==> config.mk <==
export PLATFORM = sky130hd
export DESIGN_NAME = user_obi_mux
export DESIGN_NICKNAME = d
export VERILOG_FILES = /design/src/rtl/user_obi_mux.sv
export SDC_FILE = /design/constraint.sdc
export NUM_CORES = 1
export LEC_CHECK = 0
export BUFFER_PORTS_ARGS = -buffer_cell sky130_fd_sc_hd__buf_4
export CAP_MARGIN = 10
export CORE_AREA = 2 2 113 115
export CTS_BUF_LIST = sky130_fd_sc_hd__clkbuf_4
export DETAILED_ROUTE_END_ITERATION = 12
export DIE_AREA = 0 0 115 117
export PLACE_DENSITY = 0.52
export SYNTH_ARGS = -nofsm -noshare
export SYNTH_HDL_FRONTEND = slang
export SYNTH_SLANG_ARGS = --single-unit
==> constraint.sdc <==
create_clock -name clk_i -period 1.85 [get_ports clk_i]
set_clock_uncertainty 0.15 [all_clocks]
set_input_delay 0.37 -clock clk_i [delete_from_list [all_inputs] [get_ports clk_i]]
set_output_delay 0.37 -clock clk_i [all_outputs]
set_load 0.02 [all_outputs]
==> src/rtl/user_obi_mux.sv <==
// user_obi_mux: N-to-1 OBI arbiter for the user manager path.
// Round-robin select, lock while ungranted, in-order response routing.
module user_obi_mux #(
    parameter int unsigned NumMgr    = 2,
    parameter int unsigned AddrWidth = 32,
    parameter int unsigned DataWidth = 32,
    parameter int unsigned IdWidth   = 1,
    parameter int unsigned MaxTrans  = 2
) (
    input  logic                            clk_i,
    input  logic                            rst_i,
    input  logic [NumMgr-1:0]               mgr_req_i,
    output logic [NumMgr-1:0]               mgr_gnt_o,
    input  logic [NumMgr*AddrWidth-1:0]     mgr_addr_i,
    input  logic [NumMgr-1:0]               mgr_we_i,
    input  logic [NumMgr*DataWidth/8-1:0]   mgr_be_i,
    input  logic [NumMgr*DataWidth-1:0]     mgr_wdata_i,
    input  logic [NumMgr*IdWidth-1:0]       mgr_aid_i,
    output logic [NumMgr-1:0]               mgr_rvalid_o,
    output logic [DataWidth-1:0]            mgr_rdata_o,
    output logic [IdWidth-1:0]              mgr_rid_o,
    output logic                            mgr_err_o,
    output logic                            out_req_o,
    input  logic                            out_gnt_i,
    output logic [AddrWidth-1:0]            out_addr_o,
    output logic                            out_we_o,
    output logic [DataWidth/8-1:0]          out_be_o,
    output logic [DataWidth-1:0]            out_wdata_o,
    output logic [IdWidth-1:0]              out_aid_o,
    input  logic                            out_rvalid_i,
    input  logic [DataWidth-1:0]            out_rdata_i,
    input  logic [IdWidth-1:0]              out_rid_i,
    input  logic                            out_err_i
);

    localparam int unsigned BeWidth = DataWidth / 8;
    localparam int unsigned IdxW    = (NumMgr > 1) ? $clog2(NumMgr) : 1;
    localparam int unsigned PtrW    = (MaxTrans > 1) ? $clog2(MaxTrans) : 1;
    localparam int unsigned CntW    = $clog2(MaxTrans + 1);

    typedef logic [IdxW-1:0] idx_t;

    idx_t            rr_ptr;
    idx_t            locked_idx;
    idx_t            sel;
    idx_t            sel_rr;
    idx_t            cand;
    idx_t            nxt_ptr;
    logic            lock;
    logic            found;
    logic            full;
    logic            hs;
    logic            pop;
    logic [CntW-1:0] count;
    logic [PtrW-1:0] rd_ptr;
    logic [PtrW-1:0] wr_ptr;
    idx_t            fifo_q [MaxTrans];

    always_comb begin
        sel_rr = rr_ptr;
        cand   = rr_ptr;
        found  = 1'b0;
        for (int unsigned i = 0; i < NumMgr; i++) begin
            cand = idx_t'((32'(rr_ptr) + i) % NumMgr);
            if (!found && mgr_req_i[cand]) begin
                found  = 1'b1;
                sel_rr = cand;
            end
        end
    end

    assign sel     = lock ? locked_idx : sel_rr;
    assign full    = (count == CntW'(MaxTrans));
    assign nxt_ptr = (sel == idx_t'(NumMgr - 1)) ? '0 : sel + 1'b1;

    // A locked request keeps being presented until it is granted.
    assign out_req_o = !rst_i && (lock || found) && !full;
    assign hs        = out_req_o && out_gnt_i;
    assign pop       = !rst_i && out_rvalid_i && (count != '0);

    always_comb begin
        out_addr_o  = '0;
        out_we_o    = 1'b0;
        out_be_o    = '0;
        out_wdata_o = '0;
        out_aid_o   = '0;
        mgr_gnt_o   = '0;
        if (!rst_i) begin
            out_addr_o  = mgr_addr_i[32'(sel)*AddrWidth +: AddrWidth];
            out_we_o    = mgr_we_i[sel];
            out_be_o    = mgr_be_i[32'(sel)*BeWidth +: BeWidth];
            out_wdata_o = mgr_wdata_i[32'(sel)*DataWidth +: DataWidth];
            out_aid_o   = mgr_aid_i[32'(sel)*IdWidth +: IdWidth];
            mgr_gnt_o[sel] = hs;
        end
    end

    always_comb begin
        mgr_rvalid_o = '0;
        if (pop) begin
            mgr_rvalid_o[fifo_q[rd_ptr]] = 1'b1;
        end
    end

    assign mgr_rdata_o = out_rdata_i;
    assign mgr_rid_o   = out_rid_i;
    assign mgr_err_o   = out_err_i;

    function automatic logic [PtrW-1:0] ptr_inc(input logic [PtrW-1:0] p);
        return (p == PtrW'(MaxTrans - 1)) ? '0 : p + 1'b1;
    endfunction

    always_ff @(posedge clk_i) begin
        if (rst_i) begin
            rr_ptr     <= '0;
            lock       <= 1'b0;
            locked_idx <= '0;
            count      <= '0;
            rd_ptr     <= '0;
            wr_ptr     <= '0;
        end else begin
            if (hs) begin
                lock   <= 1'b0;
                rr_ptr <= nxt_ptr;
                wr_ptr <= ptr_inc(wr_ptr);
            end else if (out_req_o) begin
                lock       <= 1'b1;
                locked_idx <= sel;
            end
            if (pop) begin
                rd_ptr <= ptr_inc(rd_ptr);
            end
            unique case ({hs, pop})
                2'b10:   count <= count + 1'b1;
                2'b01:   count <= count - 1'b1;
                default: count <= count;
            endcase
        end
    end

    always_ff @(posedge clk_i) begin
        if (hs) begin
            fifo_q[wr_ptr] <= sel;
        end
    end

endmodule

==> flow_summary.json, run 1 <==
{
  "design.core.area_um2": 12300,
  "nFillCells": 1249,
  "fp.dieH_um": 117,
  "postSynthCellCount": 327,
  "hpwl_um": 7230,
  "routedWlPerCell_um": 12.8,
  "cts_buffers": 3,
  "first_iter_violations": 53,
  "drive_gt1_frac": 0.654,
  "synthesis.nets": 507,
  "avgViaCountPerCell": 4.21,
  "ys_warn_count": 0,
  "crit_fanout": 7,
  "cp-end-kind": "output pin",
  "clockRootBuffer": "clkbuf_4",
  "design_area_um2": 4880,
  "timing.final.crit_share": 1.21,
  "insertion_delay_ps": 260,
  "wl_um": 8840,
  "io_pins": 289,
  "worstPathRequired_ps": 1330,
  "cts_sinks": 10,
  "ys_ff_latch": 10,
  "syn_area_um2": 2490,
  "rsz0062_at_grt": "true",
  "critPathArrivalTime_ps": 1720,
  "hold_path_class": "input pin to register",
  "area_delta_synth_final_pct": 95.7,
  "synthArstFlopShare": 0,
  "first_pass_iters": 4,
  "slew_violations": 0,
  "grt_overflow": 0,
  "p_leak_uw": 0.00227,
  "synth_fa_ha_area_frac": 0,
  "final_cell_mix": "243 x buf_4, 143 x nand2b_1, 68 x mux2i_2",
  "synthFlopType": "dfxtp_1",
  "synth.mux.area_fraction": 0.289,
  "synthXorXnorAreaFrac": 0.00351,
  "antenna_found_initial": 0,
  "n_antenna_cell": 0,
  "grt_pass1_wl_um": 12200,
  "synthSimpleGateAreaFrac": 0.410,
  "grt_usage": 0.110,
  "layout_commonest_cell": "buf_4",
  "hold_viol": 0,
  "ys_seq_area_frac": 0.0883,
  "rows": 41,
  "r2r_setup_slack_ps": 100,
  "grt_start_max_net_pins": 52,
  "slew_headroom": 0.783,
  "setup_ws_ps": -391,
  "layout_min_cycle_time_ps": 2240,
  "regArea_um2": 226,
  "max_slew.worst_pin.slew_ps": 326,
  "crit_type": "register to output pin",
  "p_per_area_nw_per_um2": 395,
  "synth_edf_count": 2,
  "start_util": 0.203,
  "cts.clk_slew.worst_paths_ps": 70,
  "finish.net_count": 722,
  "setup-violations-final": 72,
  "synth_top_family_by_area": "simple AND/OR/NAND/NOR gates",
  "die_area_um2": 13500,
  "cts_tree": "built",
  "start_kind": "register",
  "antenna_left": 0,
  "fmaxAchievable_mhz": 446,
  "die_x_um": 115,
  "multiInputGateArea_um2": 2170,
  "gp_congestion": 0.706,
  "cts.path.max_buffers": 2,
  "ctsHoldBuffers": 0,
  "place_inst": 677,
  "peakVddDrop_uv": 263,
  "instances_no_fill": 691,
  "yosysUniqueCellTypes": 29,
  "avgSynthCellArea_um2": 7.63,
  "status": "finished with violations",
  "grt_pass1_vias": 2737,
  "synth_compound_area_frac": 0.0356,
  "vias": 2912,
  "placed_area_um2": 4580,
  "violations": "negative setup slack",
  "io_buffers": 220,
  "drc": 0,
  "cap_viol_max_count": 0,
  "htree_num_levels": 1
}
## synth_stat cells (2+ instances only)
cell type	instances	area [um^2]
a21oi_1	4	20.0
a311oi_1	2	17.5
buf_4	34	255
buf_6	9	101
clkbuf_1	15	56.3
dfxtp_1	8	160
edfxtp_1	2	60.1
inv_1	4	15.0
mux2i_1	72	721
nand2_1	3	11.3
nand2b_1	143	895
nand3_1	2	10.0
nor2_1	7	26.3
nor2b_1	4	25.0
nor3_1	4	20.0
## metal layers
metal	vias up	share of wire	track usage
met5	-	0	0
met4	0	0.0058	0.0137
met3	6	0.088	0.0319
met2	131	0.53	0.216
met1	1316	0.38	0.118
li1	1459	-	-
## power by group
| group | switching [uW] | internal [uW] |
|---|---|---|
| logic | 641 | 883 |
| clock network | 79.2 | 77.9 |
| registers | 11.2 | 237 |
## sequential cells by signal, summed over array words and instances, names as in the netlist, named ones only
| register | cells |
|---|---|
| count | 2 |
| fifo_q | 2 |
| lock | 1 |
| locked_idx | 1 |
| rd_ptr | 1 |
| rr_ptr | 1 |
| wr_ptr | 1 |
## kinds of logic (layout without fill, tap and decap cells)
group / after synthesis / in the layout
and+or+nand+nor: 168 / 168
muxes: 72 / 72
buffers and inverters: 63 / 277
AOI/OAI and AO/OA: 13 / 13
DFF: 10 / 10
xor gates and xnor gates: 1 / 1
## worst paths after layout
| check | start | endpoint | cells past startpoint |
|---|---|---|---|
| max | rr_ptr | out_be_o[2] | 6 |
| min | out_gnt_i | count[1] | 2 |
| max reg2reg | rr_ptr | rr_ptr | 9 |
| min reg2reg | wr_ptr | wr_ptr | 2 |
## per-stage QoR
stage	power [uW]	utilization	hold WS (ps)	setup slack, ps	TNS, ps
floorplan	1130	-	298	-45.3	-3110
global placement	1650	0.372	324	-339	-20230
detailed placement	1660	0.372	324	-367	-20950
CTS	1850	0.379	175	-399	-25510
global route	2050	0.397	170	-461	-31420
finish	1930	0.397	183	-391	-26100
## critical path, cell delays in order (launching register included)
cell and delay (ps):
dfxtp_4 380, nor2_4 30, o31a_4 380, buf_12 170
clkbuf_16 160, mux2i_2 160, buf_4 170
## final cells by class
cell class,count,share of cell area
Tap cell,150,0.0384
Clock inverter,1,0.000769
Inverter,4,0.00410
Timing Repair Buffer,269,0.462
Clock buffer,3,0.00461
Sequential cell,10,0.0464
Multi-Input combinational cell,254,0.444
## timing repair
action	4_1_cts	5_1_grt
cloned	0	3
setup buffers	1	6
pin swaps	1	1
gates resized for setup	13	23
setup endpoints to repair	73	75
No activity file was read; power rests on OpenSTA's default activity.
==> inputs of run 2 (changes only) <==
--- a/config.mk
+++ b/config.mk
@@ -12,6 +12,7 @@
 export DETAILED_ROUTE_END_ITERATION = 12
 export DIE_AREA = 0 0 115 117
 export PLACE_DENSITY = 0.52
+export REMOVE_ABC_BUFFERS = 1
 export SYNTH_ARGS = -nofsm -noshare
 export SYNTH_HDL_FRONTEND = slang
 export SYNTH_SLANG_ARGS = --single-unit
==> run 2 against run 1 <==
Effect of this change: the run still ends with negative setup slack left; critical endpoint is now out_addr_o[2]; count of clock-buffer cells in the layout is the same; highest routed layer is now met5; fmax grew 0.17%; sequential share of layout area up 0.58 points; largest power group unchanged; setup slack gained 3.7 ps; via count decreased by 1.3%; final cell count shrank 3.8%; critical path type unchanged; core utilization decreased by 4.4 points; sequential power barely moved.
==> flow_summary.json, run 2 (synthesis results as in run 1) <==
{
  "p_leak_uw": 0.00229,
  "clockRootBuffer": "clkbuf_4",
  "peakVddDrop_uv": 166,
  "r2r_setup_slack_ps": 240,
  "area_delta_synth_final_pct": 74.1,
  "rows": 41,
  "htree_num_levels": 1,
  "slowest_stage": "o31a_4",
  "rsz0062_at_grt": "true",
  "antenna_left": 0,
  "die_area_um2": 13500,
  "finish.net_count": 696,
  "insertion_delay_ps": 280,
  "crit_family": "buffers and inverters",
  "grt_overflow": 0,
  "cts.path.max_buffers": 2,
  "hold_viol": 0,
  "p_per_area_nw_per_um2": 388,
  "utilization": 0.353,
  "status": "finished with violations",
  "slew_headroom": 0.817,
  "layout_commonest_cell": "buf_4",
  "setup_ws_ps": -388,
  "cts_sinks": 10,
  "cpPeakStageDelay_ps": 380,
  "first_pass_iters": 4,
  "hold_path_class": "input pin to register",
  "worstPathRequired_ps": 1330,
  "critPathArrivalTime_ps": 1720,
  "fmaxAchievable_mhz": 447,
  "routedWlPerCell_um": 15.4,
  "cp-end-kind": "output pin",
  "layout_min_cycle_time_ps": 2240,
  "crit_buf_inv": 3,
  "cap_viol_max_count": 0,
  "wl_um": 10200,
  "final_cell_mix": "232 x buf_4, 143 x nand2b_1, 62 x mux2i_1",
  "slew_violations": 0,
  "grt_usage": 0.139,
  "worst_hold_slack_ps": 178,
  "vias": 2874,
  "cts_buffers": 3,
  "die_x_um": 115,
  "fp.dieH_um": 117,
  "timing.final.crit_share": 1.21,
  "io_pins": 289,
  "gp_congestion": 0.789,
  "avgViaCountPerCell": 4.32,
  "path_cells": "a21boi_2 > o31a_4 > buf_12 > buf_16 > mux2i_2 > buf_4",
  "io_buffers": 220,
  "crit_fanout": 8,
  "regArea_um2": 226,
  "drc": 0,
  "cts_tree": "built",
  "nFillCells": 1305,
  "setup-violations-final": 72,
  "reg.largest.list": "count (2), fifo_q (2)",
  "design.core.area_um2": 12300,
  "start_kind": "register",
  "hpwl_um": 8410,
  "grt_pass1_wl_um": 14700,
  "grt_start_max_net_pins": 98,
  "antenna_found_initial": 0,
  "n_antenna_cell": 0,
  "drive_gt1_frac": 0.518,
  "max_slew.worst_pin.slew_ps": 272,
  "grt_pass1_vias": 2770,
  "start_util": 0.203,
  "multiInputGateArea_um2": 1940,
  "violations": "negative setup slack",
  "cts.clk_slew.worst_paths_ps": 70,
  "ctsHoldBuffers": 0,
  "crit_type": "register to output pin",
  "first_iter_violations": 55
}
run 2: per-layer routing:
metal,GRT usage,share of wire
met1,0.150,0.35
met2,0.222,0.45
met3,0.107,0.19
met4,0.00964,0.0021
met5,0.0519,0.0087
run 2: cell type report:
cell class,count,area share
multi-input combinational,254,0.446
clock inverter,1,0.000864
sequential,10,0.0521
clock buffer,3,0.00519
tap,150,0.0432
timing repair buffer,243,0.449
inverter,4,0.00346
run 2: per-stage QoR:
stage	TNS (ps)	instance area, um^2	instances	setup slack [ps]	total power (uW)
3_3_place_gp	-16970	4120	656	-330	1420
4_1_cts	-20800	4260	663	-372	1670
5_1_grt	-26280	4340	665	-456	1790
3_5_place_dp	-17100	4120	656	-361	1440
6_report	-22010	4340	665	-388	1690
2_1_floorplan	-179980	2080	268	-2440	844
run 2: repair_timing:
| item | in CTS | in global routing |
|---|---|---|
| setup buffers | 1 | 3 |
| pin swaps | 1 | 1 |
| cloned | 2 | 0 |
| resized for setup | 14 | 20 |
| endpoints found under the setup margin | 73 | 75 |
run 2: path summary, 6_finish.rpt:
check	start	to	depth (start not counted)
max	rr_ptr	out_addr_o[2]	6
min	out_gnt_i	count[1]	2
max reg2reg	lock	fifo_q[0]	5
min reg2reg	rd_ptr	register	2
run 2: report_power, final:
group          switching [uW]  internal (uW)  leakage, uW
combinational             574            698      0.00219
sequential               10.9            237    0.0000856
clock                    87.0           78.2    0.0000154
